File: src/rtl/subtractor_pkg.sv
// ----------------------------------------------------------------------------
// subtractor_pkg : shared constants and types for the subtractor block
// Revision 1.0
// ----------------------------------------------------------------------------
`default_nettype none

package subtractor_pkg;

  localparam int unsigned WIDTH_DEFAULT = 1;
  localparam int unsigned WIDTH_MAX     = 64;

  typedef struct packed {
    logic cout;
    logic ovf;
    logic zero;
  } sub_flags_t;

  localparam sub_flags_t FLAGS_RESET = '{cout: 1'b0, ovf: 1'b0, zero: 1'b0};

endpackage : subtractor_pkg

`default_nettype wire

File: src/rtl/subtractor_full_sub_cell.sv
// ----------------------------------------------------------------------------
// full_sub_cell : combinational 1-bit full subtractor (a - b - bin)
// Revision 1.0
// ----------------------------------------------------------------------------
`default_nettype none

module full_sub_cell (
  input  logic a,
  input  logic b,
  input  logic bin,
  output logic d,
  output logic bout
);

  logic w_axb;

  assign w_axb = a ^ b;
  assign d     = w_axb ^ bin;
  assign bout  = (~a & b) | (~w_axb & bin);

endmodule : full_sub_cell

`default_nettype wire

File: src/rtl/subtractor.sv
// ----------------------------------------------------------------------------
// subtractor : ripple-borrow subtractor with registered difference and flags
// Revision 1.0
// ----------------------------------------------------------------------------
`default_nettype none

module subtractor
  import subtractor_pkg::*;
#(
  parameter int unsigned WIDTH = WIDTH_DEFAULT
) (
  input  logic             clk,
  input  logic             rst_n,
  input  logic             in_valid,
  input  logic [WIDTH-1:0] a,
  input  logic [WIDTH-1:0] b,
  input  logic             cin,
  output logic [WIDTH-1:0] m,
  output logic             cout,
  output logic             ovf,
  output logic             zero,
  output logic             out_valid
);

  logic [WIDTH:0]   w_bw;
  logic [WIDTH-1:0] w_diff;
  sub_flags_t       w_flags;

  logic [WIDTH-1:0] m_d, m_q;
  sub_flags_t       flags_d, flags_q;
  logic             out_valid_d, out_valid_q;

  assign w_bw[0] = cin;

  for (genvar i = 0; i < int'(WIDTH); i++) begin : g_cell
    full_sub_cell u_cell (
      .a    (a[i]),
      .b    (b[i]),
      .bin  (w_bw[i]),
      .d    (w_diff[i]),
      .bout (w_bw[i+1])
    );
  end

  // Overflow depends only on sign bits: operands of differing sign whose
  // difference took the sign of the subtrahend.
  always_comb begin
    w_flags.cout = w_bw[WIDTH];
    w_flags.ovf  = (a[WIDTH-1] ^ b[WIDTH-1]) & (w_diff[WIDTH-1] ^ a[WIDTH-1]);
    w_flags.zero = ~|w_diff;
  end

  always_comb begin
    m_d         = m_q;
    flags_d     = flags_q;
    out_valid_d = in_valid;
    if (in_valid) begin
      m_d     = w_diff;
      flags_d = w_flags;
    end
  end

  always_ff @(posedge clk or negedge rst_n) begin
    if (!rst_n) begin
      m_q         <= '0;
      flags_q     <= FLAGS_RESET;
      out_valid_q <= 1'b0;
    end else begin
      m_q         <= m_d;
      flags_q     <= flags_d;
      out_valid_q <= out_valid_d;
    end
  end

  assign m         = m_q;
  assign cout      = flags_q.cout;
  assign ovf       = flags_q.ovf;
  assign zero      = flags_q.zero;
  assign out_valid = out_valid_q;

endmodule : subtractor

`default_nettype wire

File: config.mk
export PLATFORM = sky130hd
export DESIGN_NAME = subtractor
export DESIGN_NICKNAME = d
export VERILOG_FILES = /design/src/rtl/subtractor_pkg.sv /design/src/rtl/subtractor_full_sub_cell.sv /design/src/rtl/subtractor.sv
export SDC_FILE = /design/constraint.sdc
export NUM_CORES = 1
export LEC_CHECK = 0
export ABC_AREA = 1
export CORE_AREA = 3 3 40 42
export DETAILED_ROUTE_END_ITERATION = 7
export DIE_AREA = 0 0 43 45
export PLACE_DENSITY = 0.48
export SLEW_MARGIN = 10
export SYNTH_ARGS = -nofsm -noshare
export SYNTH_HDL_FRONTEND = slang
export SYNTH_SLANG_ARGS = --single-unit
File: constraint.sdc
create_clock -name clk -period 0.8 [get_ports clk]
set_clock_uncertainty 0.1 [all_clocks]
set_input_delay 0.16 -clock clk [delete_from_list [all_inputs] [get_ports clk]]
set_output_delay 0.16 -clock clk [all_outputs]
set_load 0.02 [all_outputs]
==> summary.txt, run 1 <==
Seq/Total Area, Yosys: 54.3%
Met2 WL: 231 µm
Finished Layout Cells: 56
CTS buffer count: 3
Final period utilization: 129%
Leakage power: 0.214 nW
Max_cap viols: 0
FF-to-FF path depth: 3
Max Buffers Root-to-Sink: 2
Post-placement cell count: 49
Sequential power share: 37.0%
Wire length per cell: 9.36 µm
M1 WL: 224 µm
Vias in the first global route: 205
Fin area: 415 µm²
GPL Wtd Cong: 0.693
PortBufs: 10
WL met3: 68 µm
Vias per cell: 3.75
Dpl hpwl: 390 µm
Core Box Area: 1280 µm²
Worst-margin pin slew: 224 ps
Crit Path Category: reg2out
Layout cells sized above 1: 51.2%
Max IR drop VDD: 0.762 mV
Initial DRC Count: 1
Largest net degree at the start of global routing: 6
Sw Ratio: 27.8%
Setup WS pre-CTS: -888 ps
Clk Latency, worst-skew pair: 240 ps
Syn nets: 32
Max_slew headroom: 85.0%
Antenna Cells: 0
Die W: 43 µm
Global-route wire length before repair: 883 µm
RSZ-0062 raised after global routing: true
Row cnt: 13
Final total power: 0.830 mW
H-tree depth: 1
Outcome: finished with violations
Switching power: 0.231 mW
GR Overflow Total: 0
Pwr per Cell Area: 2000 nW/µm²
Die height: 45 µm
Tot GR Track Use: 7.12%
WP buf/inv: 1
Post-layout util: 32.3%
Final min period: 1030 ps
CP max stage cell: dfrtp_1
CTS Hold Buffers Added: 0
Distinct cell type count after synthesis: 10
Synthesized area: 230 µm²
Fin Setup TNS: -1580 ps
Failing checks: setup timing
Cells after synthesis: 24
Most frequent cells in the layout: 7 x nand2_1, 5 x dfrtp_1, 5 x buf_6
CP Max Fanout: 2
Most common cell after layout, fill and taps aside: nand2_1
Reg clk slew, reported paths: 40 ps
Crit-path leading delay family: flip-flops
Part of the power in the clock network: 34.9%
Syn Area/Cell: 9.59 µm²
Placed inst area: 349 µm²
Crit-path cells: buf_6
Hold WC Path Type: in2async
Final setup vio count: 8
CP Capture Type: output pin
Fin worst setup slack: -231 ps
Synthesis-to-layout area growth: 80.4%
Via count: 210
Initial core utilization: 17.9%
Yosys warns: 0
Fin nets: 50
Largest stage delay on the critical path: 390 ps
CTS tree: yes
Gate power share: 28.1%
Initial antenna violation count: 0
Worst EP arrival: 770 ps
Root buf cell: clkbuf_4
Worst hold slack: 38.4 ps
Final wirelength: 524 µm
Seq cells post-synth: 5
DRT Pass-1 Iters: 2
Count of pins over their slew limit: 0
Number of stages on the worst setup path: 1
Ports: 11
Top routing layer used: met3
F_max: 970 MHz
CP required: 540 ps
Remaining antenna violation count: 0
CP startpoint kind: register
Final Hold Violating Endpoints: 0
Cell-internal power: 0.599 mW
Sink Count: 5
Die ar.: 1940 µm²
DRC errors left: 0
## worst paths after layout
check	from	endpoint	slack, ps
setup / recovery	m	m	-230
hold / removal	rst_n	m	40
setup reg to reg	ovf	ovf	-20
hold reg to reg	zero	zero	410
max in group asynchronous	rst_n	ovf	370
min in group clk	a	cout	150
## final cells by class
cell class / count / area [µm²]
fillers: 140 / 870
flip-flops and latches: 5 / 125
inverters: 5 / 21.3
multi-input cells: 14 / 91.3
repair buffers: 13 / 133
clock buffers: 4 / 26.3
well taps: 15 / 18.8
## synth_stat cells, drive strengths merged
cell,n,area [µm²]
nand2,8,30.0
o21ai,1,5.00
o21a,1,7.51
dfrtp,5,125
inv,5,18.8
nor2,1,6.26
ha,1,12.5
fa,1,20.0
nand3,1,5.00
## power groups by stage
stage / clock network [mW] / registers, mW / logic [mW]
floorplan: 0 / 0.342 / 0.0545
global placement: 0 / 0.303 / 0.200
detailed placement: 0 / 0.303 / 0.203
CTS: 0.311 / 0.307 / 0.220
global route: 0.348 / 0.309 / 0.254
finish: 0.289 / 0.307 / 0.233
## timing repair
item	CTS	global route
gates resized for setup	46	6
buffers inserted	2	1
pin swaps	5	4
setup endpoints to repair	9	8
## flip-flops by register name (all words and copies together), names as in the netlist
| name | flops |
|---|---|
| cout | 1 |
| m | 1 |
| out_valid | 1 |
| ovf | 1 |
| zero | 1 |
## metal layers
| layer | global-route usage (%) | up-vias |
|---|---|---|
| li1 | - | 104 |
| met1 | 6.63 | 95 |
| met2 | 9.58 | 11 |
| met3 | 6.77 | 0 |
| met4 | 5.42 | 0 |
| met5 | 0 | - |
## logic make-up after synthesis
| family | count (synthesis) | synth area share [%] |
|---|---|---|
| AOI/OAI and AO/OA | 2 | 5.43 |
| DFF | 5 | 54.3 |
| adders and majority gates | 2 | 14.1 |
| and+or+nand+nor | 10 | 17.9 |
| buffers and inverters | 5 | 8.15 |
Power figures use the tool's default switching activity.
==> inputs of run 2 (changes only) <==
MAX_ROUTING_LAYER = met4   (was default)
==> run 2 against run 1 <==
  * The run still ends with setup timing left
  * Clock power hardly changed
  * Sequential share of layout area unchanged
  * Worst setup slack is essentially flat
  * Final cell count is the same
  * Highest routed layer unchanged
==> summary.txt, run 2 (synthesized netlist as in run 1, its figures left out) <==
CP max stage cell: dfrtp_1 (unchanged)
Worst EP arrival: 770 ps (about the same)
Root buf cell: clkbuf_4 (unchanged)
Die W: 43 µm (unchanged)
Dpl hpwl: 390 µm (unchanged)
Ports: 11 (unchanged)
Fin nets: 50 (unchanged)
Setup WS pre-CTS: -888 ps (unchanged)
Antenna Cells: 0 (unchanged)
CP startpoint kind: register (unchanged)
Vias per cell: 3.75 (unchanged)
CP Capture Type: output pin (unchanged)
Layout cells sized above 1: 51.2% (unchanged)
Final total power: 0.829 mW (was 0.830 mW)
GPL Wtd Cong: 0.701 (was 0.693)
F_max: 971 MHz (was 970 MHz)
Vias in the first global route: 205 (unchanged)
Synthesis-to-layout area growth: 80.4% (unchanged)
Largest stage delay on the critical path: 390 ps (about the same)
Tot GR Track Use: 7.34% (was 7.12%)
Max_slew headroom: 85.0% (about the same)
Failing checks: setup timing (unchanged)
Largest net degree at the start of global routing: 6 (unchanged)
DRT Pass-1 Iters: 2 (unchanged)
Die height: 45 µm (unchanged)
Row cnt: 13 (unchanged)
WP buf/inv: 1 (unchanged)
Max IR drop VDD: 0.762 mV (about the same)
Crit-path cells: buf_6 (unchanged)
Final Hold Violating Endpoints: 0 (unchanged)
Die ar.: 1940 µm² (unchanged)
PortBufs: 10 (unchanged)
CTS buffer count: 3 (unchanged)
RSZ-0062 raised after global routing: true (unchanged)
Via count: 210 (unchanged)
Outcome: finished with violations (unchanged)
Most common cell after layout, fill and taps aside: nand2_1 (unchanged)
CTS tree: yes (unchanged)
Most frequent cells in the layout: 7 x nand2_1, 5 x dfrtp_1, 5 x buf_6 (unchanged)
Fin worst setup slack: -230 ps (was -231 ps)
Wire length per cell: 9.32 µm (was 9.36 µm)
Initial antenna violation count: 0 (unchanged)
Worst hold slack: 38.6 ps (was 38.4 ps)
Final wirelength: 522 µm (was 524 µm)
H-tree depth: 1 (unchanged)
Pwr per Cell Area: 2000 nW/µm² (about the same)
Hold WC Path Type: in2async (unchanged)
Final setup vio count: 8 (unchanged)
Worst-margin pin slew: 224 ps (about the same)
Global-route wire length before repair: 883 µm (unchanged)
Leakage power: 0.214 nW (unchanged)
Clk Latency, worst-skew pair: 240 ps (about the same)
GR Overflow Total: 0 (unchanged)
DRC errors left: 0 (unchanged)
Initial core utilization: 17.9% (unchanged)
CP Max Fanout: 2 (unchanged)
Reg clk slew, reported paths: 40 ps (about the same)
Final period utilization: 129% (about the same)
Sink Count: 5 (unchanged)
Final min period: 1030 ps (about the same)
Max_cap viols: 0 (unchanged)
Count of pins over their slew limit: 0 (unchanged)
CP required: 540 ps (about the same)
Core Box Area: 1280 µm² (unchanged)
Max Buffers Root-to-Sink: 2 (unchanged)
Remaining antenna violation count: 0 (unchanged)
Crit-path leading delay family: flip-flops (unchanged)
Crit Path Category: reg2out (unchanged)
Fin Setup TNS: -1580 ps (about the same)
Initial DRC Count: 1 (unchanged)
[run 2: cell counts in the layout (fill, tap and decap cells not counted)]
Identical to the previous run, type by type.
[run 2: repair_timing]
action                     in CTS  in global routing
buffers inserted                2                  1
resized for setup              46                  6
pin swaps                       5                  4
setup endpoints to repair       9                  8
hold buffers                    0                  0
hold endpoints to repair        0                  0
[run 2: path summary, 6_finish.rpt]
kind | from | endpoint | slack (ps) | cells after the start
min | rst_n | m | 40 | 1
min reg2reg | zero | zero | 410 | 1
max | m | m | -230 | 1
min in group clk | a | cout | 150 | 3
max in group asynchronous | rst_n | ovf | 370 | 1
max reg2reg | ovf | ovf | -20 | 3
[run 2: layer usage]
metal | global-route usage, % | up-vias | part of all wire (%)
met4 | 5.42 | 0 | 0
li1 | - | 104 | -
met1 | 6.88 | 95 | 43
met5 | - | - | 0
met2 | 9.58 | 11 | 44
met3 | 6.37 | 0 | 13
[run 2: per-stage QoR]
| step | cell area [µm²] | util, % | cells |
|---|---|---|---|
| final | 415 | 32.3 | 56 |
| after detailed placement | 349 | 27.2 | 49 |
| after global placement | 349 | 27.2 | 49 |
| after floorplan | 230 | - | 24 |
| after CTS | 390 | 30.4 | 55 |
| after global routing | 415 | 32.3 | 56 |
[run 2: report_power, final]
| group | switching, mW | total [mW] | internal (mW) |
|---|---|---|---|
| Clock | 0.101 | 0.289 | 0.188 |
| Sequential | 0.0223 | 0.307 | 0.285 |
| Combinational | 0.107 | 0.233 | 0.126 |
[run 2: final cells by class]
| type | count | area (µm²) |
|---|---|---|
| tap | 15 | 18.8 |
| multi-input combinational | 14 | 91.3 |
| inverter | 5 | 21.3 |
| timing repair buffer | 13 | 133 |
| fill | 140 | 870 |
| sequential | 5 | 125 |
| clock buffer | 4 | 26.3 |
